**src/rtl/shift_tx_if.sv**
```systemverilog
// rtl/shift_tx_if.sv - load handshake and serial output bundle for shift_tx
interface shift_tx_if #(
  parameter int WIDTH = 8
) ();
  logic             enable;
  logic [WIDTH-1:0] d;
  logic             dir;
  logic             load_valid;
  logic             load_ready;
  logic             s_out;
  logic             bit_stb;
  logic [1:0]       s_ctrl;
  logic             busy;
  logic             done;

  modport master (
    output enable, d, dir, load_valid,
    input  load_ready, s_out, bit_stb, s_ctrl, busy, done
  );

  modport slave (
    input  enable, d, dir, load_valid,
    output load_ready, s_out, bit_stb, s_ctrl, busy, done
  );
endinterface

```
**src/rtl/shift_tx.sv**
```systemverilog
// rtl/shift_tx.sv - parallel-in serial-out frame transmitter with per-bit strobe/shift command
// Optional even-parity bit after the data word when SHIFT_TX_PARITY_EN is defined.
module shift_tx #(
  parameter int WIDTH = 8,
  parameter int DIV   = 4
) (
  input logic     clk,
  input logic     rst,
  shift_tx_if.slave tx
);
  localparam int DW = (DIV > 1) ? $clog2(DIV) : 1;
  localparam int CW = $clog2(WIDTH + 1);

`ifdef SHIFT_TX_PARITY_EN
  typedef enum logic [1:0] {IDLE = 2'd0, SHIFT = 2'd1, PAR = 2'd2, FIN = 2'd3} state_t;
  logic par_q;
`else
  typedef enum logic [1:0] {IDLE = 2'd0, SHIFT = 2'd1, FIN = 2'd3} state_t;
`endif

  state_t           state, next_state;
  logic [WIDTH-1:0] shreg;
  logic             dir_q;
  logic [CW-1:0]    bit_cnt;
  logic [DW-1:0]    div_cnt;
  logic             stb_q, done_q, s_out_q, stb_next;
  logic             tick, data_end, out_bit;
  logic [WIDTH-1:0] shifted;

  assign tick     = (div_cnt == DW'(DIV - 1));
  // The strobe of the last data bit has been shown once bit_cnt has reached WIDTH.
  assign data_end = stb_q && (bit_cnt == CW'(WIDTH));
  assign out_bit  = dir_q ? shreg[0] : shreg[WIDTH-1];
  assign shifted  = dir_q ? {1'b0, shreg[WIDTH-1:1]} : {shreg[WIDTH-2:0], 1'b0};

  always_ff @(posedge clk or posedge rst) begin
    if (rst)
      state <= IDLE;
    else if (tx.enable)
      state <= next_state;
  end

  always_comb begin
    next_state = state;
    case (state)
      IDLE:  if (tx.load_valid) next_state = SHIFT;
`ifdef SHIFT_TX_PARITY_EN
      SHIFT: if (data_end) next_state = PAR;
      PAR:   if (stb_q) next_state = FIN;
`else
      SHIFT: if (data_end) next_state = FIN;
`endif
      FIN:   next_state = IDLE;
      default: next_state = IDLE;
    endcase
  end

  always_comb begin
    stb_next      = 1'b0;
    tx.load_ready = (state == IDLE);
    tx.busy       = (state != IDLE);
    tx.bit_stb    = stb_q & tx.enable;
    tx.done       = done_q & tx.enable;
    tx.s_out      = s_out_q;
    tx.s_ctrl     = 2'b00;
    if (tx.bit_stb)
      tx.s_ctrl = {dir_q, 1'b1};
    case (state)
`ifdef SHIFT_TX_PARITY_EN
      SHIFT: stb_next = tick;
      PAR:   stb_next = tick && !stb_q;
`else
      SHIFT: stb_next = tick && !data_end;
`endif
      default: stb_next = 1'b0;
    endcase
  end

  always_ff @(posedge clk or posedge rst) begin
    if (rst) begin
      shreg   <= '0;
      dir_q   <= 1'b0;
      bit_cnt <= '0;
      div_cnt <= '0;
      stb_q   <= 1'b0;
      done_q  <= 1'b0;
      s_out_q <= 1'b0;
`ifdef SHIFT_TX_PARITY_EN
      par_q   <= 1'b0;
`endif
    end else if (tx.enable) begin
      stb_q  <= stb_next;
      done_q <= (next_state == FIN) && (state != FIN);
      case (state)
        IDLE: if (tx.load_valid) begin
          shreg   <= tx.d;
          dir_q   <= tx.dir;
          bit_cnt <= '0;
          div_cnt <= '0;
          s_out_q <= tx.dir ? tx.d[0] : tx.d[WIDTH-1];
`ifdef SHIFT_TX_PARITY_EN
          par_q   <= ^tx.d;
`endif
        end
        SHIFT: begin
          div_cnt <= tick ? '0 : div_cnt + 1'b1;
          if (tick && !data_end) begin
            shreg   <= shifted;
            bit_cnt <= bit_cnt + 1'b1;
          end
`ifdef SHIFT_TX_PARITY_EN
          s_out_q <= data_end ? par_q : out_bit;
`else
          s_out_q <= out_bit;
`endif
        end
`ifdef SHIFT_TX_PARITY_EN
        PAR: begin
          div_cnt <= tick ? '0 : div_cnt + 1'b1;
          s_out_q <= par_q;
        end
`endif
        FIN: s_out_q <= 1'b0;
        default: ;
      endcase
    end
  end
endmodule
```
**src/flat_wrapper.sv**
```systemverilog
// flat-port wrapper written by rule: the top's interface ports become plain ports
module shift_tx_flat 
#(
  parameter int WIDTH = 8,
  parameter int DIV   = 4
)
  (clk, rst, tx_enable, tx_d, tx_dir, tx_load_valid, tx_load_ready, tx_s_out, tx_bit_stb, tx_s_ctrl, tx_busy, tx_done);
  shift_tx_if #(.WIDTH(WIDTH)) tx_i ();
  input logic clk;
  input logic rst;
  input wire logic [$bits(tx_i.enable)-1:0] tx_enable;
  input wire logic [$bits(tx_i.d)-1:0] tx_d;
  input wire logic [$bits(tx_i.dir)-1:0] tx_dir;
  input wire logic [$bits(tx_i.load_valid)-1:0] tx_load_valid;
  output wire logic [$bits(tx_i.load_ready)-1:0] tx_load_ready;
  output wire logic [$bits(tx_i.s_out)-1:0] tx_s_out;
  output wire logic [$bits(tx_i.bit_stb)-1:0] tx_bit_stb;
  output wire logic [$bits(tx_i.s_ctrl)-1:0] tx_s_ctrl;
  output wire logic [$bits(tx_i.busy)-1:0] tx_busy;
  output wire logic [$bits(tx_i.done)-1:0] tx_done;
  assign tx_i.enable = tx_enable;
  assign tx_i.d = tx_d;
  assign tx_i.dir = tx_dir;
  assign tx_i.load_valid = tx_load_valid;
  assign tx_load_ready = tx_i.load_ready;
  assign tx_s_out = tx_i.s_out;
  assign tx_bit_stb = tx_i.bit_stb;
  assign tx_s_ctrl = tx_i.s_ctrl;
  assign tx_busy = tx_i.busy;
  assign tx_done = tx_i.done;
  shift_tx #(.WIDTH(WIDTH), .DIV(DIV)) u_core (.clk(clk), .rst(rst), .tx(tx_i));
endmodule
```
**config.mk**
```make
export PLATFORM = sky130hd
export DESIGN_NAME = shift_tx_flat
export DESIGN_NICKNAME = d
export VERILOG_FILES = /design/src/rtl/shift_tx_if.sv /design/src/rtl/shift_tx.sv /design/src/flat_wrapper.sv
export SDC_FILE = /design/constraint.sdc
export NUM_CORES = 1
export LEC_CHECK = 0
export BUFFER_PORTS_ARGS = -buffer_cell sky130_fd_sc_hd__buf_4
export CORE_ASPECT_RATIO = 0.8
export CORE_MARGIN = 5
export CORE_UTILIZATION = 57
export DETAILED_ROUTE_END_ITERATION = 10
export PLACE_DENSITY = 0.82
export SYNTH_ARGS = -nofsm -noshare
export SYNTH_HDL_FRONTEND = slang
export SYNTH_SLANG_ARGS = --single-unit
```
**constraint.sdc**
```tcl
create_clock -name clk -period 3.1 [get_ports clk]
set_clock_uncertainty 0.2 [all_clocks]
set_input_delay 0.465 -clock clk [delete_from_list [all_inputs] [get_ports clk]]
set_output_delay 0.465 -clock clk [all_outputs]
set_load 0.03 [all_outputs]
```
After elaboration in Yosys (flattened, before gate mapping)
Cells that the tools add are included.
{"block": "word_totals", "input_bits": 13, "ff_bits": 20, "output_inout_bits": 7, "elab_cells": 51}
{"block": "classes", "n_eq_ne": 8, "bitwise_logic": 2, "reduce_logical": 12, "muxes": 19, "n_addsub": 2}
{"cell": "two-way mux 8 bit", "n": 3}
{"cell": "case mux 8 bit (2 select lines)", "n": 1}
{"cell": "two-way mux 2 bit", "n": 5}
{"cell": "AND reduction 3 bit", "n": 3}
{"cell": "two-way mux 4 bit", "n": 2}
{"cell": "case mux 2 bit (2 select lines)", "n": 2}
{"cell": "case mux 4 bit (2 select lines)", "n": 1}
{"cell": "equality test 2 bit (second input constant)", "n": 3}
{"cell": "adder 4 x 1 -> 4 bit (second input constant)", "n": 1}
{"cell": "equality test 4 bit (second input constant)", "n": 1}
{"cell": "two-way mux 1 bit", "n": 4}
{"cell": "!= test 2 bit (second input constant)", "n": 2}
{"cell": "AND reduction 4 bit", "n": 1}
{"cell": "nonzero test 2 bit", "n": 2}
{"cell": "logical AND 1 bit", "n": 3}
{"cell": "case mux 1 bit (3 select lines)", "n": 1}
{"cell": "nonzero test 3 bit", "n": 1}
{"cell": "adder 2 x 1 -> 2 bit (second input constant)", "n": 1}
{"cell": "bitwise AND 1 bit", "n": 2}
{"cell": "equality test 2 x 1 -> 1 bit (second input constant)", "n": 1}
{"cell": "zero test 2 bit", "n": 1}
{"cell": "!= test 2 x 1 -> 1 bit (second input constant)", "n": 1}
{"cell": "zero test 1 bit", "n": 1}

Longest topological paths before layout
{"block": "logic_depth", "ltp_word": 6, "depth_mapped": 5, "mapped_depth_nobuf": 5}

Least setup slack after synthesis
Ideal clock, no wire load.
{"block": "synth_path", "path_kind": "input-to-output", "start": "input port tx_enable", "end": "output port tx_s_ctrl[0]", "cell_stages": 3, "t_required_ns": 2.435, "arrival_time_ns": 1.250, "n_path_buf": 2, "slack_ns": 1.185, "path_cell_list": "clkbuf_1 and2_1 buf_4"}
{"block": "synth_via", "elab_chain_cells": 2}
{"item": "start, declared", "line": "flat_wrapper.sv:11", "source": "input wire logic [$bits(tx_i.enable)-1:0] tx_enable;"}
{"item": "bitwise AND 1 bit", "line": "shift_tx.sv:62", "source": "tx.bit_stb = stb_q & tx.enable;"}
{"item": "net tx_bit_stb", "line": "flat_wrapper.sv:17", "source": "output wire logic [$bits(tx_i.bit_stb)-1:0] tx_bit_stb;"}
{"item": "two-way mux 2 bit", "line": "shift_tx.sv:66", "source": "if (tx.bit_stb)"}
{"item": "end, declared", "line": "flat_wrapper.sv:18", "source": "output wire logic [$bits(tx_i.s_ctrl)-1:0] tx_s_ctrl;"}
The timed path passes the listed nets, and every way through them passes these cells.

Worst setup path in the final report
{"block": "layout_path", "start": "register u_core.state[1]", "end": "output port tx_load_ready"}
{"block": "layout_via", "elab_chain_cells": 1}
{"item": "start, declared", "line": "shift_tx.sv:21", "source": "state_t state, next_state;"}
{"item": "start signal, assigned", "line": "shift_tx.sv:40", "source": "state <= next_state;"}
{"item": "zero test 2 bit", "line": "shift_tx.sv:60", "source": "tx.load_ready = (state == IDLE);"}
{"item": "end, declared", "line": "flat_wrapper.sv:15", "source": "output wire logic [$bits(tx_i.load_ready)-1:0] tx_load_ready;"}
Every way passes these cells.

==> metrics.yaml <==
detail_route.drc_violations: 0
cts_tree: "yes"
global_route.usage.total: 0.164
syn-cell-area_sq_um: 1170
clk_pin_slew_ns: 0.11
grt_setup_unrepaired: "false"
tritoncts_num_sinks: 20
ff_latch_count_synth: 20
worst_skew_pair.late_latency_ns: 0.30
peakVddDrop_mv: 0.499
synthSimpleGateAreaFrac: 0.136
fin_area_sq_um: 1350
route.antenna.remaining_nets: 0
ys_seq_area_frac: 0.427
gp_routability_congestion: 0.767
post-route-period-util: 0.641
detailroute.via_count: 791
cpPeakStageDelay_ns: 0.48
synth_enable_flop_cells: 0
ratio_of_total_power_to_cell_area_nw_per_um2: 696
critical_path.max_fanout: 8
run_status: "finished clean"
grt_start_max_net_pins: 21
antenna_found_initial: 0
global_route_wire_length_before_repair_mm: 3.86
cp_cell_sequence: "or2_2 -> inv_1 -> buf_4"
numCtsBuffers: 3
synth_compound_area_frac: 0.0983
worstSetupPathType: "reg -> out"
area_growth_syn_to_layout_pct: 15.0
critical-path-slowest-cell: "sky130_fd_sc_hd__dfrtp_1"
std_cell_rows: 14
setup-violations-final: 0
synthesis.yosys.warnings: 0
postSynthNetCount: 117
crit-reg2reg-capture: "u_core.shreg[6]$_DFFE_PP0P_"
dieArea_sq_um: 3070
post_cts.repair.setup_buffers: 0
cts-hold-fix-buffers: 0
synth_top_area_frac: 0.427
dpl.hpwl_mm: 1.66
grt_overflow_total: 0
primary_ff_master_synth: "sky130_fd_sc_hd__dfrtp_1"
die-width_um: 60.7
synthAdderAreaFrac: 0.0321
synth.area.mux_share: 0.246
routed_via_density: 5.49
tns_ns: 0
netSwitchingPower_w: 0.000305
post_cts_resized: 0
xor_and_xnor_area_share_after_synthesis: 0
worstRegToRegCells: 5
wire_per_inst_um: 15.0
clock_period_minus_worst_slack_ns: 1.99
comb_power_share: 0.371
synth_cell_types: 30
internal_power_w: 0.000632
timing_worst_slew_pin_value_ns: 0.772
maxClockFrequency_ghz: 0.503
worstSetupEndpointType: "output port"
asyncSetResetFlopFracSynth: 1.00
crit_arrival_ns: 1.32
io-pin-count: 20
switching_share_of_power: 0.326
route.final.wire_length_mm: 2.15
post_route_cells_drive_above_1_share: 0.425
most_common_cell_in_the_netlist: "sky130_fd_sc_hd__mux2_2"
rr_startpoint: "u_core.bit_cnt[0]$_DFFE_PP0P_"
num-nets-final: 137
nFillCells: 157
ys_top_cells_by_area: "sky130_fd_sc_hd__dfrtp_1 (43%), sky130_fd_sc_hd__mux2_2 (21%), sky130_fd_sc_hd__mux2i_1 (3.4%)"
grt_pass1_vias: 825
drv_slew: 0
post_synth_most_frequent_cells: "sky130_fd_sc_hd__mux2_2 (22), sky130_fd_sc_hd__dfrtp_1 (20), sky130_fd_sc_hd__inv_1 (10)"
r2r_setup_slack_ns: 1.18
violation_count_after_the_first_detailed_routing_iteration: 16
die_height_um: 50.5
port_buffers: 19
floorplan.initialDensity: 0.608
max-cap-violations: 0
dominant_combinational_cell_family_by_area_after_synthesis: "multiplexers"
hold_class: "in -> async"
report.final.hold_viol_count: 0
synth_cells: 101
cts_htree_levels: 1
required_time_reported_for_the_critical_path_endpoint_ns: 2.43
p_leak_nw: 0.689
power.sequential.fraction: 0.467
timing.critical_path.from_type: "flip-flop"
antenna_diode_count: 0
pwr-share-clk: 0.162
placement.cell_area_sq_um: 1310
core_area_sq_um: 1930
post_synth.cell_area_avg_sq_um: 11.6
detailedRoute.firstPassIterationCount: 4
clockBufferDepth: 2
synth_largest_area_cell: "sky130_fd_sc_hd__dfrtp_1"
max-slew-margin-rel: 0.484
clock_tree.root_cell: "sky130_fd_sc_hd__clkbuf_4"
[cells by family (layout without fill, tap and decap cells)]
| logic type | count (synthesis) | count (layout) |
|---|---|---|
| DFF | 20 | 20 |
| AOI/OAI and AO/OA | 16 | 16 |
| adders and majority gates | 3 | 3 |
| and+or+nand+nor | 22 | 22 |
| buffers and inverters | 14 | 33 |
| muxes | 26 | 26 |
[power groups by stage]
stage | Sequential [W] | Clock, W | Combinational, W
floorplan | 0.000419 | 0 | 0.000290
global placement | 0.000437 | 0 | 0.000336
detailed placement | 0.000444 | 0 | 0.000352
CTS | 0.000438 | 0.000158 | 0.000352
global route | 0.000453 | 0.000171 | 0.000394
finish | 0.000438 | 0.000151 | 0.000348
[registers in the layout, indices dropped and copies added, names as in the netlist]
| name | count |
|---|---|
| u_core.bit_cnt | 4 |
| u_core.div_cnt | 2 |
| u_core.stb_q | 1 |
| u_core.shreg | 8 |
| u_core.done_q | 1 |
| u_core.dir_q | 1 |
| u_core.tx.s_out | 1 |
| u_core.state | 2 |
[area by class of cell]
class | count | area, sq um | share of cell area
multi-input cells | 67 | 599 | 0.445
flip-flops and latches | 20 | 500 | 0.372
repair buffers | 19 | 143 | 0.106
inverters | 10 | 37.5 | 0.0279
clock buffers | 4 | 36.3 | 0.0270
well taps | 24 | 30.0 | 0.0223
[critical path: cells and delay by family, from the launching register on]
family                 cells  cell delay (ns)
buffers and inverters      2             0.21
AND/OR/NAND/NOR            1             0.33
flip-flops                 1             0.48
[worst max path at each step]
| stage | endpoint | cells after the start | slack, ns | from |
|---|---|---|---|---|
| after detailed placement | u_core.shreg[6]$_DFFE_PP0P_ | 5 | 1.17 | u_core.bit_cnt[0]$_DFFE_PP0P_ |
| after floorplan | tx_s_ctrl[0] | 3 | 1.19 | tx_enable |
| after global placement | u_core.shreg[1]$_DFFE_PP0P_ | 5 | 1.21 | u_core.bit_cnt[0]$_DFFE_PP0P_ |
| after global routing | tx_load_ready | 3 | 1.04 | u_core.state[0]$_DFFE_PP0P_ |
| after CTS | tx_load_ready | 3 | 1.10 | u_core.state[1]$_DFFE_PP0P_ |
| final | tx_load_ready | 3 | 1.11 | u_core.state[1]$_DFFE_PP0P_ |
[metrics by stage]
stage / setup slack [ns] / hold slack (ns) / power, W / cells / util
floorplan: 1.19 / 0.229 / 0.000709 / 101 / -
global route: 1.04 / 0.146 / 0.00102 / 144 / 0.699
global placement: 1.21 / 0.284 / 0.000773 / 140 / 0.680
finish: 1.11 / 0.0963 / 0.000937 / 144 / 0.699
CTS: 1.10 / 0.109 / 0.000948 / 144 / 0.699
detailed placement: 1.17 / 0.303 / 0.000796 / 140 / 0.680
[layout by cell type, fill, tap and decap left out, drive strengths merged, types with 2 or more instances in the layout]
cell,netlist,routed
mux2,22,22
dfrtp,20,20
buf,3,19
inv,10,10
nand2,6,6
o21ai,6,6
mux2i,4,4
clkbuf,1,4
a21oi,3,3
ha,3,3
o211ai,2,2
a32o,2,2
or2,2,2
nand3,2,2
and2,2,2
nor2b,2,2
[metal layers]
metal | global-route usage | vias to the layer above | part of all wire
li1 | - | 394 | -
met1 | 0.225 | 385 | 0.46
met2 | 0.274 | 12 | 0.49
met3 | 0.0462 | 0 | 0.042
met4 | 0 | 0 | 0
met5 | 0 | - | 0
(Power assumes the default switching activity.)
